File: config.mk
export PLATFORM = sky130hd
export DESIGN_NAME = mpu_mult_scheduler
export DESIGN_NICKNAME = d
export VERILOG_FILES = /design/src/rtl/mpu_mult_scheduler.sv
export SDC_FILE = /design/constraint.sdc
export NUM_CORES = 1
export LEC_CHECK = 0
export BUFFER_PORTS_ARGS = -buffer_cell sky130_fd_sc_hd__buf_2
export CORE_ASPECT_RATIO = 1.75
export CORE_MARGIN = 2
export CORE_UTILIZATION = 53
export CTS_BUF_LIST = sky130_fd_sc_hd__clkbuf_4
export DETAILED_ROUTE_END_ITERATION = 10
export PLACE_DENSITY = 0.76
export SLEW_MARGIN = 20
export SYNTH_ARGS = -nofsm -noshare
export SYNTH_HDL_FRONTEND = slang
export SYNTH_SLANG_ARGS = --single-unit
File: constraint.sdc
create_clock -name clk -period 3.6 [get_ports clk]
set_input_delay 0.18 -clock clk [delete_from_list [all_inputs] [get_ports clk]]
set_output_delay 0.18 -clock clk [all_outputs]
set_load 0.05 [all_outputs]
File: src/rtl/mpu_mult_scheduler.sv
// -----------------------------------------------------------------------------
// mpu_mult_scheduler
//
// Sequencer for the MPU_MULT instruction: dest = src0 x src1 (MxN times NxM)
// over the matrix register file. It uses one shared FMA unit and issues
// M*M*N serial fused multiply-adds. Each finished element is parked in an
// internal result buffer. The buffer is written back to the register file
// only after the last FMA completes, so dest may alias either source.
//
// Ports
//   clk, rst                      single clock, synchronous active-high reset
//   start_in, src_addr_0_in,      multiply request from decode; sampled in IDLE
//   src_addr_1_in, dest_addr_in
//   busy_out, done_out            busy outside IDLE; one-cycle completion pulse
//   rd_en_out, rd0_*/rd1_*        register-file read request (A[i][k], B[k][j])
//   rd0_data_in, rd1_data_in      read data, valid one cycle after rd_en_out
//   fma_valid_out/fma_ready_in    FMA request handshake, operands a*b+c
//   fma_a/b/c_out
//   fma_result_valid_in/_in       FMA result return
//   wr_en_out, wr_*_out           register-file write-back, raster order
// -----------------------------------------------------------------------------
module mpu_mult_scheduler #(
   parameter int M                = 3,
   parameter int N                = 3,
   parameter int MATRIX_REGISTERS = 8,
   parameter int FP               = 32,
   localparam int AW      = $clog2(MATRIX_REGISTERS),
   localparam int DIM_MAX = (M > N) ? M : N,
   localparam int IW      = (DIM_MAX > 1) ? $clog2(DIM_MAX) : 1
) (
   input  logic          clk,
   input  logic          rst,
   input  logic          start_in,
   input  logic [AW-1:0] src_addr_0_in,
   input  logic [AW-1:0] src_addr_1_in,
   input  logic [AW-1:0] dest_addr_in,
   output logic          busy_out,
   output logic          done_out,
   output logic          rd_en_out,
   output logic [AW-1:0] rd0_addr_out,
   output logic [AW-1:0] rd1_addr_out,
   output logic [IW-1:0] rd0_row_out,
   output logic [IW-1:0] rd0_col_out,
   output logic [IW-1:0] rd1_row_out,
   output logic [IW-1:0] rd1_col_out,
   input  logic [FP-1:0] rd0_data_in,
   input  logic [FP-1:0] rd1_data_in,
   output logic          fma_valid_out,
   input  logic          fma_ready_in,
   output logic [FP-1:0] fma_a_out,
   output logic [FP-1:0] fma_b_out,
   output logic [FP-1:0] fma_c_out,
   input  logic          fma_result_valid_in,
   input  logic [FP-1:0] fma_result_in,
   output logic          wr_en_out,
   output logic [AW-1:0] wr_addr_out,
   output logic [IW-1:0] wr_row_out,
   output logic [IW-1:0] wr_col_out,
   output logic [FP-1:0] wr_data_out
);

   typedef enum logic [2:0] {
      S_IDLE,
      S_READ,
      S_ISSUE,
      S_WAIT,
      S_WRITE,
      S_DONE
   } state_t;

   state_t        state_q, state_d;
   logic [IW-1:0] i_q, i_d;
   logic [IW-1:0] j_q, j_d;
   logic [IW-1:0] k_q, k_d;
   logic [AW-1:0] src0_q, src0_d;
   logic [AW-1:0] src1_q, src1_d;
   logic [AW-1:0] dest_q, dest_d;
   logic [FP-1:0] acc_q, acc_d;
   logic [IW-1:0] wr_row_q, wr_row_d;
   logic [IW-1:0] wr_col_q, wr_col_d;
   // Operand holding registers: the first ISSUE cycle forwards the fresh read
   // data; if the FMA stalls, the captured copy keeps a/b stable.
   logic [FP-1:0] a_q, b_q;
   logic          hold_q;
   logic          buf_we;

   logic [FP-1:0] res_buf_q [M][M];

   always_ff @(posedge clk) begin
      if (rst) begin
         state_q  <= S_IDLE;
         i_q      <= '0;
         j_q      <= '0;
         k_q      <= '0;
         src0_q   <= '0;
         src1_q   <= '0;
         dest_q   <= '0;
         acc_q    <= '0;
         wr_row_q <= '0;
         wr_col_q <= '0;
         a_q      <= '0;
         b_q      <= '0;
         hold_q   <= 1'b0;
      end else begin
         state_q  <= state_d;
         i_q      <= i_d;
         j_q      <= j_d;
         k_q      <= k_d;
         src0_q   <= src0_d;
         src1_q   <= src1_d;
         dest_q   <= dest_d;
         acc_q    <= acc_d;
         wr_row_q <= wr_row_d;
         wr_col_q <= wr_col_d;
         if (state_q == S_ISSUE && !hold_q) begin
            a_q <= rd0_data_in;
            b_q <= rd1_data_in;
         end
         hold_q <= (state_q == S_ISSUE) && !fma_ready_in;
      end
   end

   // Result buffer: plain storage, no reset needed (always fully written
   // before it is read back).
   always_ff @(posedge clk) begin
      if (buf_we) begin
         res_buf_q[i_q][j_q] <= fma_result_in;
      end
   end

   always_comb begin
      state_d       = state_q;
      i_d           = i_q;
      j_d           = j_q;
      k_d           = k_q;
      src0_d        = src0_q;
      src1_d        = src1_q;
      dest_d        = dest_q;
      acc_d         = acc_q;
      wr_row_d      = wr_row_q;
      wr_col_d      = wr_col_q;
      buf_we        = 1'b0;
      busy_out      = (state_q != S_IDLE);
      done_out      = 1'b0;
      rd_en_out     = 1'b0;
      rd0_addr_out  = '0;
      rd1_addr_out  = '0;
      rd0_row_out   = '0;
      rd0_col_out   = '0;
      rd1_row_out   = '0;
      rd1_col_out   = '0;
      fma_valid_out = 1'b0;
      fma_a_out     = '0;
      fma_b_out     = '0;
      fma_c_out     = '0;
      wr_en_out     = 1'b0;
      wr_addr_out   = '0;
      wr_row_out    = '0;
      wr_col_out    = '0;
      wr_data_out   = '0;

      case (state_q)
         S_IDLE: begin
            if (start_in) begin
               state_d  = S_READ;
               src0_d   = src_addr_0_in;
               src1_d   = src_addr_1_in;
               dest_d   = dest_addr_in;
               i_d      = '0;
               j_d      = '0;
               k_d      = '0;
               wr_row_d = '0;
               wr_col_d = '0;
            end
         end

         S_READ: begin
            rd_en_out    = 1'b1;
            rd0_addr_out = src0_q;
            rd0_row_out  = i_q;
            rd0_col_out  = k_q;
            rd1_addr_out = src1_q;
            rd1_row_out  = k_q;
            rd1_col_out  = j_q;
            state_d      = S_ISSUE;
         end

         S_ISSUE: begin
            fma_valid_out = 1'b1;
            fma_a_out     = hold_q ? a_q : rd0_data_in;
            fma_b_out     = hold_q ? b_q : rd1_data_in;
            // First product of an element starts the sum from +0.0.
            fma_c_out     = (k_q == '0) ? '0 : acc_q;
            if (fma_ready_in) begin
               state_d = S_WAIT;
            end
         end

         S_WAIT: begin
            if (fma_result_valid_in) begin
               if (k_q != IW'(N - 1)) begin
                  acc_d   = fma_result_in;
                  k_d     = k_q + IW'(1);
                  state_d = S_READ;
               end else begin
                  buf_we = 1'b1;
                  k_d    = '0;
                  if (j_q != IW'(M - 1)) begin
                     j_d     = j_q + IW'(1);
                     state_d = S_READ;
                  end else begin
                     j_d = '0;
                     if (i_q != IW'(M - 1)) begin
                        i_d     = i_q + IW'(1);
                        state_d = S_READ;
                     end else begin
                        i_d      = '0;
                        wr_row_d = '0;
                        wr_col_d = '0;
                        state_d  = S_WRITE;
                     end
                  end
               end
            end
         end

         S_WRITE: begin
            wr_en_out   = 1'b1;
            wr_addr_out = dest_q;
            wr_row_out  = wr_row_q;
            wr_col_out  = wr_col_q;
            wr_data_out = res_buf_q[wr_row_q][wr_col_q];
            if (wr_col_q != IW'(M - 1)) begin
               wr_col_d = wr_col_q + IW'(1);
            end else begin
               wr_col_d = '0;
               if (wr_row_q != IW'(M - 1)) begin
                  wr_row_d = wr_row_q + IW'(1);
               end else begin
                  wr_row_d = '0;
                  state_d  = S_DONE;
               end
            end
         end

         S_DONE: begin
            done_out = 1'b1;
            state_d  = S_IDLE;
         end

         default: begin
            state_d = S_IDLE;
         end
      endcase
   end

endmodule

Word-level counts from Yosys, hierarchy flattened
Memories as Yosys holds them, arrays and structs flattened. A register that Yosys moved wholly into a read port is not among the register bits.
Cells that the tools add are included.
{"block": "word_totals", "output_inout_bits": 154, "register_bits": 119, "ramBits": 288, "memories": 1, "input_bits": 110}
{"memory": "res_buf_q", "words": 3, "word_bits": 96, "read_ports": 1, "rd_clocked_by_memory_dff": 1, "write_ports": 1, "line_no": "87", "source": "logic [FP-1:0] res_buf_q [M][M];"}
{"block": "op_classes", "order_cmp": 3, "n_eq_ne": 18, "n_bitwise": 2, "n_reduce_logical": 18, "mux": 62, "add_sub_neg": 5}
{"cell": "32-bit two-way mux", "n": 10}
{"cell": "96-bit two-way mux", "n": 1}
{"cell": "32-bit binary-select mux with 2-bit select", "n": 1}
{"cell": "32-bit demux with 2-bit select", "n": 1}
{"cell": "2-bit two-way mux", "n": 24}
{"cell": "3-bit two-way mux", "n": 11}
{"cell": "2-bit inequality test (second input constant)", "n": 13}
{"cell": "3-bit one-hot mux with 5 select lines", "n": 1}
{"cell": "2-bit one-hot mux with 2 select lines", "n": 3}
{"cell": "2-bit one-hot mux with 3 select lines", "n": 2}
{"cell": "2-bit by 1-bit adder with 2-bit output (second input constant)", "n": 5}
{"cell": "5-bit AND reduction", "n": 2}
{"cell": "1-bit two-way mux", "n": 8}
{"cell": "7-bit AND reduction", "n": 1}
{"cell": "3-bit by 2-bit equality test with 1-bit output (second input constant)", "n": 2}
{"cell": "3-bit equality test (second input constant)", "n": 2}
{"cell": "3-bit >= comparator (second input constant)", "n": 2}
{"cell": "2-bit inverter with 3-bit output", "n": 2}
{"cell": "3-bit AND reduction", "n": 2}
{"cell": "6-bit AND reduction", "n": 1}
{"cell": "3-bit nonzero test", "n": 2}
{"cell": "4-bit AND reduction", "n": 1}
{"cell": "3-bit by 1-bit equality test with 1-bit output (second input constant)", "n": 1}
{"cell": "1-bit logical AND", "n": 3}
{"cell": "6 further kinds", "n": 7}

Logic depth before layout (Yosys ltp)
Gate-level depths: netlist of the first run.
{"block": "logic_depth", "depth_word": 8, "depth_mapped": 8, "mapped_depth_nobuf": 4}

Least setup slack after synthesis of the first run
OpenSTA, ideal clock, no wires.
{"block": "synth_path", "path_type": "register -> register", "startpoint": "register state_q[2]", "endpoint": "memory res_buf_q[0][64] (netlist bit), enable pin", "arrival_ps": 3462, "stages_incl_launch_ff": 7, "slack_ps": -323, "synth_period_minus_slack_ps": 3923, "path_buffers": 2, "setup_time_ps": 461, "path_cell_list": "dfxtp_1 buf_2 and4b_1 buf_2 nand2_1 or3_1 nor3_1"}
{"block": "synth_between", "elab_chain_len": 4}
{"element": "start: declaration", "line_no": "71", "source": "state_t state_q, state_d;"}
{"element": "start signal: assignment", "line_no": "105", "source": "state_q <= state_d;"}
{"element": "3-bit by 2-bit equality test with 1-bit output", "line_no": "162", "source": "case (state_q)"}
{"element": "1-bit two-way mux", "line_no": "162"}
{"element": "1-bit two-way mux", "line_no": "126", "source": "if (buf_we) begin"}
{"element": "96-bit two-way mux (not written as such)", "line_no": "127", "source": "res_buf_q[i_q][j_q] <= fma_result_in;"}
{"element": "end: declaration", "line_no": "87"}
No other way between the ends.

==> results of run 1 <==
[worst reg2reg max path: stages, from the launching register on]
cell and delay [ns]:
dfxtp_1 0.51, or3b_2 0.77, nor2_4 0.15, buf_4 0.56, nand2_1 0.13, a21oi_1 0.16
dlygate4sd3_1 0.58
[through the flow]
stage	utilization [%]	cell area [um2]	hold WS, ns	instances	worst slack, ns
after global placement	59.3	18600	0.363	1914	0.982
after detailed placement	59.3	18600	0.373	1914	0.863
after global routing	67.9	21300	0.0700	2230	0.00384
after CTS	67.8	21200	0.0467	2227	0.0926
final	67.9	21300	0.104	2230	0.150
after floorplan	-	16800	0.259	1319	0.534
[per-layer routing]
layer / vias to the layer above / part of all wire (%) / GRT usage [%]
met5: - / 0 / 0
met1: 6005 / 34 / 26.5
li1: 5742 / - / -
met2: 529 / 55 / 50.1
met4: 0 / 4.3 / 14.7
met3: 116 / 6.6 / 6.58
[Yosys cell counts (3+ instances only)]
cell type / number
nor2_1: 110
dfxtp_1: 121
buf_1: 10
nand2_1: 220
and3_1: 7
a21oi_1: 146
o21ai_0: 3
a221oi_1: 31
a211oi_1: 31
or3_1: 3
clkbuf_1: 50
mux2_2: 31
nand3_1: 5
buf_6: 7
nand2b_1: 5
and2_1: 44
mux2i_1: 99
or2_2: 4
buf_2: 24
edfxtp_1: 288
buf_4: 9
inv_1: 8
mux4_2: 31
nor2b_1: 5
nor3_1: 3
[power breakdown]
group | internal, W | switching (W)
clock network | 0.00188 | 0.00176
registers | 0.00519 | 0.000136
logic | 0.000605 | 0.00133
total | 0.00768 | 0.00323
[area by class of cell]
class | instances | area, um2 | area share [%]
clock buffer | 136 | 1020 | 4.80
multi-input combinational | 802 | 5290 | 24.9
antenna | 2 | 5.00 | 0.0235
clock inverter | 31 | 178 | 0.836
inverter | 8 | 30.0 | 0.141
tap | 396 | 495 | 2.33
sequential | 409 | 11100 | 52.2
timing repair buffer | 446 | 3150 | 14.8
[worst max path at each step]
stage | startpoint | to | slack (ns) | cells past startpoint
floorplan | state_q[2] | res_buf_q[2][64] | 0.53 | 6
global placement | state_q[0] | res_buf_q[1][86] | 0.98 | 5
detailed placement | state_q[0] | res_buf_q[1][86] | 0.86 | 5
CTS | flip-flop | wr_data_out[2] | 0.09 | 5
global route | flip-flop | wr_data_out[2] | 0.004 | 5
finish | flip-flop | wr_data_out[3] | 0.15 | 5
[kinds of logic (layout without fill, tap and decap cells)]
kind of cell	after synthesis	in the layout	synth area share, %
AND/OR/NAND/NOR	419	419	10.9
buffers and inverters	108	621	3.11
AO/OA/AOI/OAI	222	222	7.97
multiplexers	161	161	12.1
flip-flops	409	409	65.9
other	0	2	0
[registers in the layout, summed over array words and instances, names as in the netlist, named ones only]
signal,count
wr_row_q,2
res_buf_q,288
src0_q,3
k_q,2
dest_q,3
i_q,2
j_q,2
state_q,3
hold_q,1
wr_col_q,2
src1_q,3
b_q,32
acc_q,32
a_q,32
==> impl_metrics.py, run 1 <==
metrics = {
    "finish": {
        "nFillCells": 2121,
        "syn2layout_area_growth_pct": 26.6,
        "most-common-layout-cells": "edfxtp_1 (288), buf_2 (262), nand2_1 (220)",
        "final_common_cell": "edfxtp_1",
        "drive_above_1_share_pct": 29.0,
        "fin_nets": 1867,
    },
    "synthesis": {
        "syn-cell-area_um2": 16800,
        "synth_edf_count": 288,
        "synth_warnings": 0,
        "synth_area_leaders": "edfxtp_1 (52%), dfxtp_1 (14%), mux2i_1 (5.9%)",
        "synth_cells": 1319,
        "synth_cell_types": 45,
        "ys_seq_elements": 409,
        "postSynthAreaPerCell_um2": 12.7,
        "synth_top_area_share_pct": 51.5,
        "yosysSeqAreaShare_pct": 65.9,
        "synth.net_count": 1429,
        "synth_flop_cell": "edfxtp_1",
        "yosys.area.top_type": "edfxtp_1",
        "synthArstFlopShare_pct": 0,
    },
    "global_routing": {
        "overflow": 0,
        "antenna_found_initial": 2,
        "track_usage_pct": 26.6,
        "grt_pass1_wl_um": 68300,
        "grt_max_degree": 67,
        "grt_pass1_vias": 13026,
    },
    "worst_setup_path": {
        "worst-setup-path-type": "flip-flop to output port",
        "slowest_delay_ns": 0.74,
        "crit_path_max_fanout": 34,
        "setup.worst_path.start_class": "flip-flop",
        "cp.arrival_ns": 3.27,
        "cp_num_buf_inv": 2,
        "worstPathCellList": "buf_4 > mux2_2 > a221oi_1 > a211oi_1 > buf_2",
        "rrSetupSlack_ns": 0.65,
        "critPathSlowestCell": "dfxtp_4",
        "path_delay_family": "flip-flops",
        "r2r-start": "state_q[1]",
        "endpoint_kind": "output port",
        "rr_endpoint": "b_q[5]",
        "required_ns": 3.42,
        "ff2ff_path_depth": 6,
    },
    "power_and_ir_drop": {
        "leakage_nw": 7.86,
        "power_density_nw_per_um2": 513,
        "ir_drop_mv": 0.491,
        "finalPower_w": 0.0109,
    },
    "cts": {
        "clock_path_buffers": 3,
        "cts_tree": "built",
        "clkTransAtPathRegs_ns": 0.07,
        "cts_setup_buffers": 0,
        "ctsHoldBuffers": 146,
        "cts_resized": 0,
        "root_buffer": "clkbuf_4",
        "cts_buffers": 90,
        "cts_sinks": 409,
        "clkLatencyLatePin_ns": 0.79,
        "cts-htree-levels": 3,
    },
    "timing": {
        "clock.fmax_ghz": 0.290,
        "worstMarginPinSlew_ns": 1.01,
        "fin_skew_ns": 0.0387,
        "rsz0062_at_grt": "false",
        "layout_min_cycle_time_ns": 3.45,
        "slew_viol_final": 0,
        "final-hold-violation-count": 0,
        "setup_violations": 0,
        "slew_headroom_pct": 32.6,
        "fin_crit_sh_pct": 95.8,
        "tns_ns": 0,
    },
    "placed_design": {
        "gp_congestion": 0.811,
        "dpl.hpwl_um": 26800,
        "io_buffers": 263,
    },
    "detailed_routing": {
        "via_count": 12392,
        "ant_nets": 0,
        "routedWlPerCell_um": 19.8,
        "first_pass_iters": 5,
        "wl_um": 44200,
        "detail_route.drc_violations": 0,
        "via_per_inst": 5.56,
        "drt_iter0_markers": 586,
    },
    "outcome": {
        "outcome": "completed",
    },
    "die": {
        "die-area_um2": 33200,
        "die_y_um": 239,
        "start_util_pct": 53.6,
        "io_pins": 264,
        "rows": 86,
        "die_w_um": 139,
        "coreArea_um2": 31300,
    },
    "run": {
        "drv_cap": 0,
    },
    "worst_hold_path": {
        "hold_path_startpoint": "fma_ready_in",
        "min_to": "hold_q",
        "min_path_cells": 3,
        "hold_class": "primary input to flip-flop",
    },
}
Note: power is estimated with default switching activity, not from simulation.
==> run 2, diff against run 1 <==
CORE_UTILIZATION = 55   (was 53)
clock period = 3.2 ns   (was 3.6 ns; I/O delays follow)
==> impl_metrics.py, run 2 (synthesis results as in run 1) <==
metrics = {
    "timing": {
        "slew_headroom_pct": 37.2,
        "fin_crit_sh_pct": 95.8,
        "tns_ns": 0,
        "setup_violations": 0,
        "fin_skew_ns": 0.0362,
        "rsz0062_at_grt": "false",
        "final-hold-violation-count": 0,
        "clock.fmax_ghz": 0.326,
        "slew_viol_final": 0,
        "worstMarginPinSlew_ns": 0.940,
        "worst_hold_slack_ns": 0.195,
        "layout_min_cycle_time_ns": 3.07,
    },
    "worst_setup_path": {
        "critPathSlowestCell": "a211oi_1",
        "endpoint_kind": "output port",
        "setup.worst_path.start_class": "flip-flop",
        "cp.arrival_ns": 2.91,
        "crit_path_max_fanout": 22,
        "required_ns": 3.04,
        "worst-setup-path-type": "flip-flop to output port",
        "ff2ff_path_depth": 5,
        "slowest_delay_ns": 0.49,
        "worstPathCellList": "nor2b_4 > buf_4 > a221oi_1 > a211oi_1 > buf_2",
    },
    "global_routing": {
        "grt_pass1_wl_um": 69600,
        "track_usage_pct": 28.6,
        "antenna_found_initial": 1,
        "grt_pass1_vias": 12954,
        "overflow": 0,
        "grt_max_degree": 68,
    },
    "detailed_routing": {
        "wl_um": 46100,
        "routedWlPerCell_um": 20.5,
        "first_pass_iters": 5,
        "detail_route.drc_violations": 0,
        "ant_nets": 0,
        "via_per_inst": 5.68,
        "drt_iter0_markers": 903,
        "via_count": 12789,
    },
    "die": {
        "die_w_um": 136,
        "die_y_um": 235,
        "io_pins": 264,
        "die-area_um2": 32000,
        "rows": 84,
        "coreArea_um2": 30100,
        "start_util_pct": 55.9,
    },
    "power_and_ir_drop": {
        "power_density_nw_per_um2": 569,
        "leakage_nw": 8.06,
        "ir_drop_mv": 0.485,
    },
    "cts": {
        "cts_tree": "built",
        "cts_buffers": 91,
        "clkTransAtPathRegs_ns": 0.07,
        "root_buffer": "clkbuf_4",
        "clkLatencyLatePin_ns": 0.79,
        "clock_path_buffers": 3,
        "cts_sinks": 409,
        "cts-htree-levels": 3,
    },
    "finish": {
        "final_area_um2": 21600,
        "regMostFlops": "res_buf_q",
        "nFillCells": 1982,
        "final_common_cell": "edfxtp_1",
        "largest_reg_flops": 288,
        "most-common-layout-cells": "edfxtp_1 (288), buf_2 (262), nand2_1 (220)",
        "drive_above_1_share_pct": 29.3,
        "syn2layout_area_growth_pct": 28.4,
        "fin_nets": 1898,
    },
    "placed_design": {
        "dpl.hpwl_um": 25900,
        "place_area_um2": 18600,
        "gp_congestion": 0.812,
        "io_buffers": 263,
    },
    "run": {
        "drv_cap": 0,
    },
    "outcome": {
        "outcome": "completed",
    },
    "worst_hold_path": {
        "min_path_cells": 4,
        "hold_class": "primary input to flip-flop",
    },
}
[run 2: changes by cell type in the layout (fill, tap and decap cells not counted), sizes merged]
cell,before,now
buf,300,314
bufinv,2,1
clkbuf,136,135
clkinv,28,29
diode,2,1
dlygate4sd3,146,162
inv,8,9
[run 2: routing by layer]
metal  vias up  wire length (um)  GRT usage, %
li1       5807                 -             -
met4         0              1930          14.8
met2       655             24500          50.6
met1      6204             16100          31.5
met5         -                 0             0
met3       123              3530          6.83
[run 2: critical path: cells and delay by family (launching register included)]
| family | cells | cell delay (ns) |
|---|---|---|
| AND/OR/NAND/NOR | 1 | 0.33 |
| buffers and inverters | 2 | 0.71 |
| AO/OA/AOI/OAI | 2 | 0.62 |
| flip-flops | 1 | 0.47 |
[run 2: final timing paths]
kind | start | endpoint | slack [ns]
hold reg to reg | acc_q[24] | acc_q[24] | 0.45
setup reg to reg | state_q[2] | src1_q[2] | 0.27
setup / recovery | wr_col_q[0] | wr_data_out[27] | 0.13
hold / removal | rd0_data_in[3] | a_q[3] | 0.19
[run 2: per-stage QoR]
stage | total power, W | util (%) | instances | worst slack, ns
final | 0.0123 | 71.7 | 2250 | 0.135
after CTS | 0.0123 | 71.4 | 2241 | 0.0281
after floorplan | 0.00753 | - | 1319 | 0.134
after global routing | 0.0127 | 71.7 | 2250 | 0.0108
after global placement | 0.00798 | 62.0 | 1910 | 0.617
after detailed placement | 0.00802 | 62.0 | 1910 | 0.576
[run 2: cell type report]
cell class / instances / area (um2) / area share, %
Clock buffer: 135 / 1010 / 4.70
Clock inverter: 32 / 156 / 0.725
Multi-Input combinational cell: 802 / 5290 / 24.5
Antenna cell: 1 / 2.50 / 0.0116
Tap cell: 387 / 484 / 2.25
Timing Repair Buffer: 476 / 3500 / 16.2
Inverter: 8 / 30.0 / 0.139
Sequential cell: 409 / 11100 / 51.4
[run 2: power breakdown]
part	internal [W]	switching (W)
sequential	0.00584	0.000158
combinational	0.000730	0.00153
clock	0.00202	0.00200
[run 2: timing repair]
| action | CTS | global route |
|---|---|---|
| setup buffers | 2 | 8 |
| endpoints found under the hold margin | 405 | 0 |
| hold buffers | 162 | 0 |
| endpoints found under the setup margin | 26 | 2 |
| resized for setup | 2 | 0 |
==> run 3, diff against run 2 <==
CORE_UTILIZATION = 46   (was 55)
PLACE_DENSITY = 0.67   (was 0.76)
==> impl_metrics.py, run 3 (synthesis results as in run 1) <==
metrics = {
    "outcome": {
        "outcome": "completed",
    },
    "detailed_routing": {
        "via_per_inst": 5.30,
        "detail_route.drc_violations": 0,
        "ant_nets": 0,
        "via_count": 12283,
        "routedWlPerCell_um": 19.0,
        "first_pass_iters": 5,
        "wl_um": 44100,
        "drt_iter0_markers": 541,
    },
    "timing": {
        "rsz0062_at_grt": "false",
        "slew_headroom_pct": 36.8,
        "fin_skew_ns": 0.0457,
        "worst_hold_slack_ns": 0.162,
        "slew_viol_final": 0,
        "tns_ns": 0,
        "final-hold-violation-count": 0,
        "worst_slack_ns": 0.197,
        "layout_min_cycle_time_ns": 3.00,
        "clock.fmax_ghz": 0.333,
        "worstMarginPinSlew_ns": 0.945,
        "fin_crit_sh_pct": 93.9,
        "setup_violations": 0,
    },
    "placed_design": {
        "gp_congestion": 0.767,
        "dpl.hpwl_um": 26600,
        "dp_slack_ns": 0.612,
        "dp_cells": 1991,
        "io_buffers": 263,
    },
    "global_routing": {
        "overflow": 0,
        "gr-max-usage-layer": "met2",
        "use_met3_pct": 5.60,
        "grt_max_degree": 61,
        "antenna_found_initial": 2,
        "use_met1_pct": 25.6,
        "grt_pass1_wl_um": 68800,
        "grt_pass1_vias": 12737,
        "track_usage_pct": 23.3,
        "met2_usage_pct": 42.9,
    },
    "worst_setup_path": {
        "setup.worst_path.start_class": "flip-flop",
        "required_ns": 3.04,
        "ff2ff_path_depth": 5,
        "endpoint_kind": "output port",
        "rr_endpoint": "src0_q[0]",
        "r2r-start": "state_q[2]",
        "rrSetupSlack_ns": 0.44,
        "crit_path_max_fanout": 12,
        "cp-endpoint": "wr_data_out[3]",
        "cp.arrival_ns": 2.84,
        "worst-setup-path-type": "flip-flop to output port",
    },
    "finish": {
        "regMostFlops": "res_buf_q",
        "largest_reg_flops": 288,
        "finish.utilization_pct": 59.9,
        "syn2layout_area_growth_pct": 28.5,
        "final_common_cell": "edfxtp_1",
        "most-common-layout-cells": "edfxtp_1 (288), buf_2 (262), nand2_1 (220)",
        "fin_nets": 1879,
        "drive_above_1_share_pct": 30.1,
        "stdcell_count": 2319,
    },
    "power_and_ir_drop": {
        "power_density_nw_per_um2": 578,
        "ir_drop_mv": 0.493,
        "leakage_nw": 7.99,
    },
    "die": {
        "rows": 92,
        "die_w_um": 148,
        "coreArea_um2": 36000,
        "io_pins": 264,
        "die_y_um": 257,
        "start_util_pct": 46.6,
        "die-area_um2": 38100,
    },
    "cts": {
        "cts_sinks": 409,
        "cts_tree": "built",
        "clock_path_buffers": 3,
        "clkLatencyLatePin_ns": 0.79,
        "cts-htree-levels": 3,
        "cts_buffers": 91,
        "root_buffer": "clkbuf_4",
        "clkTransAtPathRegs_ns": 0.07,
    },
    "worst_hold_path": {
        "hold_class": "primary input to flip-flop",
    },
    "run": {
        "drv_cap": 0,
    },
}
[run 3: changes by cell type in the layout (fill, tap and decap cells not counted), moves of 2 or more]
cell and change:
buf_6 +2, diode_2 +2, bufinv_16 +2, dfxtp_1 -2, buf_4 -3, clkinv_1 -6, clkbuf_4 +9, dlygate4sd3_1 -18
[run 3: final cells by class]
type	instances	area [um2]
antenna	3	7.51
timing repair buffer	457	3310
sequential	409	11100
inverter	8	30.0
fill	2831	14400
clock buffer	144	1080
clock inverter	26	181
tap	470	588
multi-input combinational	802	5300
[run 3: stage by stage]
step / power [W] / instance area (um2)
2_1_floorplan: 0.00753 / 16800
3_3_place_gp: 0.00799 / 18700
3_5_place_dp: 0.00803 / 18700
4_1_cts: 0.0126 / 21500
5_1_grt: 0.0130 / 21600
6_report: 0.0125 / 21600
[run 3: critical path: stages (launching register included)]
cell and delay (ns):
dfxtp_4 0.45, buf_4 0.14, mux4_2 0.49, a221oi_1 0.63, a211oi_1 0.10, buf_2 0.25
[run 3: timing repair]
action,CTS,global route
endpoints found under the hold margin,405,0
hold buffers,144,0
gates resized for setup,4,3
buffers inserted,1,9
endpoints found under the setup margin,52,29
[run 3: worst min path at each step]
stage	startpoint	end	slack, ns	cells past startpoint
final	rd1_data_in[20]	b_q[20]	0.16	4
after floorplan	fma_ready_in	hold_q	0.24	1
after CTS	rd1_data_in[8]	b_q[8]	0.08	4
after global routing	rd1_data_in[20]	b_q[20]	0.12	4
after global placement	fma_ready_in	hold_q	0.35	2
after detailed placement	fma_ready_in	hold_q	0.36	2
[run 3: per-layer routing]
layer / vias up / part of all wire [%]
met2: 470 / 54
met4: 0 / 2.9
met1: 5956 / 36
li1: 5776 / -
met3: 81 / 6.4
met5: - / 0
[run 3: where the power goes]
group          internal, W  switching, W  leakage, nW  total [W]
sequential         0.00584      0.000132         3.57    0.00597
clock              0.00229       0.00201        0.758    0.00430
combinational     0.000682       0.00151         3.66    0.00219
total              0.00881       0.00365         7.99     0.0125
